<file path="src/rtl/mycpu_pkg.sv">
// Shared pipeline constants and bus layouts for the EX->MEM->WB path.
// Consumed by stage_4_mem (optional MYCPU_MEM_FWD_EN bypass) and load_align.
package mycpu_pkg;

  localparam int EX_MEM_W = 74;
  localparam int MEM_WB_W = 70;

  localparam logic [2:0] LD_W  = 3'b000;
  localparam logic [2:0] LD_B  = 3'b001;
  localparam logic [2:0] LD_H  = 3'b010;
  localparam logic [2:0] LD_BU = 3'b101;
  localparam logic [2:0] LD_HU = 3'b110;

  typedef struct packed {
    logic [2:0]  ld_type;
    logic        res_from_mem;
    logic        rf_we;
    logic [4:0]  dest;
    logic [31:0] alu_result;
    logic [31:0] pc;
  } ex_mem_bus_t;

  typedef struct packed {
    logic        rf_we;
    logic [4:0]  dest;
    logic [31:0] final_result;
    logic [31:0] pc;
  } mem_wb_bus_t;

endpackage

</file>
<file path="src/rtl/load_align.sv">
// Load lane extraction: picks byte/half by address offset and extends.
module load_align
  import mycpu_pkg::*;
(
  input  logic [31:0] rdata,
  input  logic [1:0]  off,
  input  logic [2:0]  ld_type,
  output logic [31:0] result
);

  logic [7:0]  w_byte;
  logic [15:0] w_half;

  always_comb begin
    w_byte = 8'h00;
    case (off)
      2'd0: w_byte = rdata[7:0];
      2'd1: w_byte = rdata[15:8];
      2'd2: w_byte = rdata[23:16];
      2'd3: w_byte = rdata[31:24];
      default: w_byte = 8'h00;
    endcase
    w_half = off[1] ? rdata[31:16] : rdata[15:0];
  end

  always_comb begin
    result = 32'h0;
    case (ld_type)
      LD_W:    result = rdata;
      LD_B:    result = {{24{w_byte[7]}}, w_byte};
      LD_BU:   result = {24'h0, w_byte};
      LD_H:    result = {{16{w_half[15]}}, w_half};
      LD_HU:   result = {16'h0, w_half};
      default: result = 32'h0;
    endcase
  end

endmodule

</file>
<file path="src/rtl/stage_4_mem.sv">
// MEM pipeline stage: latches the EX bus, aligns SRAM load data, feeds WB.
// Define MYCPU_MEM_FWD_EN to enable the MEM->ID bypass outputs.
module stage_4_mem
  import mycpu_pkg::*;
(
  input  logic                clk,
  input  logic                resetn,
  input  logic                valid_3,
  output logic                allow_4,
  input  logic [EX_MEM_W-1:0] stage_3_to_4,
  input  logic [31:0]         data_sram_rdata,
  output logic                valid_4,
  input  logic                allow_5,
  output logic [MEM_WB_W-1:0] stage_4_to_5,
  output logic                fwd_we,
  output logic [4:0]          fwd_dest,
  output logic [31:0]         fwd_data
);

  ex_mem_bus_t r_bus;
  logic        r_valid_4;
  logic [31:0] r_hold;
  logic        r_held;

  logic        w_allow;
  logic        w_accept;
  logic [31:0] w_rdata;
  logic [31:0] w_load;
  logic [31:0] w_final;
  mem_wb_bus_t w_out;

  assign w_allow  = !r_valid_4 || allow_5;
  assign w_accept = w_allow && valid_3;

  always_ff @(posedge clk or negedge resetn) begin
    if (!resetn) begin
      r_valid_4 <= 1'b0;
      r_bus     <= '0;
    end else if (w_allow) begin
      r_valid_4 <= valid_3;
      r_bus     <= ex_mem_bus_t'(stage_3_to_4);
    end
  end

  // SRAM data is only valid on the first resident cycle; keep it for stalls.
  always_ff @(posedge clk or negedge resetn) begin
    if (!resetn) begin
      r_hold <= 32'h0;
      r_held <= 1'b0;
    end else if (w_accept) begin
      r_held <= 1'b0;
    end else if (r_valid_4 && !r_held) begin
      r_hold <= data_sram_rdata;
      r_held <= 1'b1;
    end
  end

  assign w_rdata = r_held ? r_hold : data_sram_rdata;

  load_align u_load_align (
    .rdata   (w_rdata),
    .off     (r_bus.alu_result[1:0]),
    .ld_type (r_bus.ld_type),
    .result  (w_load)
  );

  assign w_final = r_bus.res_from_mem ? w_load : r_bus.alu_result;

  always_comb begin
    w_out              = '0;
    w_out.rf_we        = r_bus.rf_we & r_valid_4;
    w_out.dest         = r_bus.dest;
    w_out.final_result = w_final;
    w_out.pc           = r_bus.pc;
  end

  assign allow_4      = w_allow;
  assign valid_4      = r_valid_4;
  assign stage_4_to_5 = w_out;

`ifdef MYCPU_MEM_FWD_EN
  assign fwd_we   = r_bus.rf_we & r_valid_4;
  assign fwd_dest = r_bus.dest;
  assign fwd_data = w_final;
`else
  assign fwd_we   = 1'b0;
  assign fwd_dest = 5'd0;
  assign fwd_data = 32'h0;
`endif

endmodule

</file>
<file path="config.mk">
export PLATFORM = sky130hd
export DESIGN_NAME = stage_4_mem
export DESIGN_NICKNAME = d
export VERILOG_FILES = /design/src/rtl/mycpu_pkg.sv /design/src/rtl/load_align.sv /design/src/rtl/stage_4_mem.sv
export SDC_FILE = /design/constraint.sdc
export NUM_CORES = 1
export LEC_CHECK = 0
export CELL_PAD_IN_SITES_DETAIL_PLACEMENT = 0
export CELL_PAD_IN_SITES_GLOBAL_PLACEMENT = 1
export CORE_AREA = 10 10 163 165
export CTS_BUF_LIST = sky130_fd_sc_hd__clkbuf_2
export CTS_CLUSTER_DIAMETER = 60
export DETAILED_ROUTE_END_ITERATION = 10
export DIE_AREA = 0 0 173 175
export PLACE_DENSITY_LB_ADDON = 0.1
export SYNTH_ARGS = -nofsm -noshare
export SYNTH_HDL_FRONTEND = slang
export SYNTH_SLANG_ARGS = --single-unit
export TNS_END_PERCENT = 20
</file>
<file path="constraint.sdc">
create_clock -name clk -period 2.5 [get_ports clk]
set_input_delay 0.375 -clock clk [delete_from_list [all_inputs] [get_ports clk]]
set_output_delay 0.375 -clock clk [all_outputs]
set_load 0.01 [all_outputs]
</file>
==> impl_metrics.ini <==
[floorplanning]
core_area_sq_um = 23260
fp.dieArea_sq_um = 30280
die_w_um = 173
rows = 56
start_util_pct = 24.83
io_pins = 220
dieHeight_um = 175

[run_status]
status = finished with violations
violations = setup timing

[worst_setup_path]
slowest_stage = dfrtp_2
path_common_cell = buf_6
start_kind = register
r2r_start = r_held
rrSetupSlack_ns = 0.90
critPathRequiredTime_ns = 2.12
crit_path_end_kind = output pin
slowest_delay_ns = 0.55
cp.arrival_ns = 2.67
crit_family = compound AO/OA/AOI/OAI gates
path_buf_inv = 4
r2r_cells = 4
r2r-end = r_hold[15]
crit_fanout = 11
crit_chain = buf_4, buf_6, mux2i_4, a211o_4, o21a_4, buf_6, nand2_4, buf_6
path_class = register to output pin

[timing]
setup_viol = 32
hold-worst-slack_ns = 0.1075
fmax_ghz = 0.3283
period_share_pct = 121.8
rsz0062_at_grt = yes
fin_skew_ns = 0.03123
min_period_ns = 3.046
slew_viol_final = 0
finalHoldViolCount = 0
setup_ws_ns = -0.5461

[yosys]
yosysTopAreaCell = dfrtp_1
syn_avg_cell_area_sq_um = 11.02
synth_cell_types = 31
ys_warn_count = 0
synthTopCellsByArea = dfrtp_1, mux2_2, buf_4, o21ai_0, mux2i_1
synth_top_cell_area_share_pct = 46.79
ys_seq_area_share_pct = 46.79
synth_area_sq_um = 5776
ys_ff_latch = 108
netlist_instances = 524

[cts]
cts_htree_levels = 3
clockBufferDepth = 2
cts_made_buffers = 9
cts.sinks = 108
insertion_delay_ns = 0.63
root_buffer = clkbuf_2
clkTransAtPathRegs_ns = 0.32
cts_tree = done

[cells_and_area]
final_cell_mix = clkdlybuf4s50_1, dfrtp_1, mux2_2, buf_4, o21ai_0
area_delta_synth_final_pct = 45.86
drive_gt1_share_pct = 36.21
nFillCells = 2376
nNetsFinal = 837
mostFrequentLayoutCell = clkdlybuf4s50_1

[routing]
dr.pass1.iters = 4
drc = 0
via_count = 4478
ant_nets = 0
first_iter_violations = 132
drt_wl_total_mm = 19.87
wl_per_cell_um = 18.92
via_per_inst = 4.265

[place]
port_buffers = 181
gp_congestion = 0.8183
place_hpwl_mm = 15.04

[pwr]
ir_drop_mv = 0.2726
p_per_area_nw_per_um2 = 609.1
p_leak_nw = 3.678
total_power_mw = 5.131

[grt]
grt_first_pass_wirelength_mm = 30.39
grt_overflow = 0
grt_start_max_net_pins = 86
grt_pass1_vias = 5096
antenna_found_initial = 1
grtUsageTotal_pct = 12.96

[run]
cap_viol_max_count = 0

[min_path]
hp-class = primary input to async pin
## cell usage after synthesis, drive strengths merged
library cell,n
nor3,3
a211o,1
nand3,3
nor2b,2
a221o,1
a21o,5
o21ai,61
mux2,104
inv,11
a21oi,2
mux4,1
nor2,3
ha,3
nand2b,6
o21a,3
a22o,1
o22ai,12
or4,1
dfrtp,108
and2,1
clkbuf,19
mux2i,24
nand2,52
o211ai,9
conb,1
buf,86
o31ai,1
## stage by stage
stage / utilization, % / std cells / TNS (ns) / cell area [sq um] / setup WS (ns)
6_report: 36.21 / 1050 / -14.98 / 8424 / -0.5461
5_1_grt: 36.19 / 1048 / -18.73 / 8419 / -0.6566
4_1_cts: 35.64 / 1047 / -18.11 / 8290 / -0.6327
3_5_place_dp: 34.17 / 1019 / -13.56 / 7949 / -0.5270
3_3_place_gp: 34.17 / 1019 / -13.63 / 7949 / -0.5498
2_1_floorplan: - / 561 / 0 / 5914 / 0.1855
## where the power goes
group	internal, mW	switching (mW)	leakage, nW
Clock	0.428	0.630	0.0937
Sequential	2.01	0.140	1.26
Combinational	1.07	0.859	2.32
Total	3.50	1.63	3.68
## per-layer routing
| metal | global-route usage (%) | vias up | wire length [um] |
|---|---|---|---|
| li1 | - | 2114 | - |
| met1 | 14.61 | 2205 | 8153 |
| met2 | 21.77 | 141 | 9518 |
| met3 | 5.734 | 18 | 1907 |
| met4 | 3.737 | 0 | 291 |
| met5 | 0 | - | 0 |
## sequential cells by signal, summed over array words and instances, names as in the netlist
| name | cells |
|---|---|
| r_bus | 37 |
| stage_4_to_5 | 37 |
| r_hold | 32 |
| r_held | 1 |
| valid_4 | 1 |
## worst max path at each step
| stage | startpoint | endpoint | slack, ns | cells past startpoint |
|---|---|---|---|---|
| final | r_held | stage_4_to_5[63] | -0.55 | 8 |
| after global routing | r_bus[71] | stage_4_to_5[63] | -0.66 | 9 |
| after CTS | r_held | stage_4_to_5[48] | -0.63 | 8 |
| after detailed placement | data_sram_rdata[23] | stage_4_to_5[63] | -0.53 | 7 |
| after global placement | data_sram_rdata[23] | stage_4_to_5[63] | -0.55 | 7 |
| after floorplan | r_bus[71] | stage_4_to_5[52] | 0.19 | 9 |
## cell families (layout without fill, tap and decap cells)
logic type / count (synthesis) / after routing / share of synthesized area, %
AOI/OAI and AO/OA: 96 / 97 / 9.705
and+or+nand+nor: 71 / 71 / 5.199
muxes: 129 / 129 / 24.83
buffers and inverters: 116 / 283 / 12.76
other: 1 / 40 / 0.06493
DFF: 108 / 108 / 46.79
adders and majority gates: 3 / 3 / 0.6500
## cell type report
type                            count  area (sq um)  area share [%]
Antenna cell                        2         5.005         0.05941
Clock buffer                        9         45.04          0.5347
Clock inverter                      7         112.6           1.337
Inverter                           11         41.29          0.4901
Multi-Input combinational cell    338          2705           32.11
Sequential cell                   108          2704           32.10
Tap cell                          319         399.1           4.738
Timing Repair Buffer              256          2412           28.64
## timing repair
action | 4_1_cts | 5_1_grt
endpoints found under the setup margin | 32 | 32
pin swaps | 7 | 6
cloned | 1 | 0
gates resized for setup | 162 | 31
setup buffers | 10 | 1
hold endpoints to repair | 108 | 0
hold buffers | 1 | 0
No activity file was read; power rests on OpenSTA's default activity.
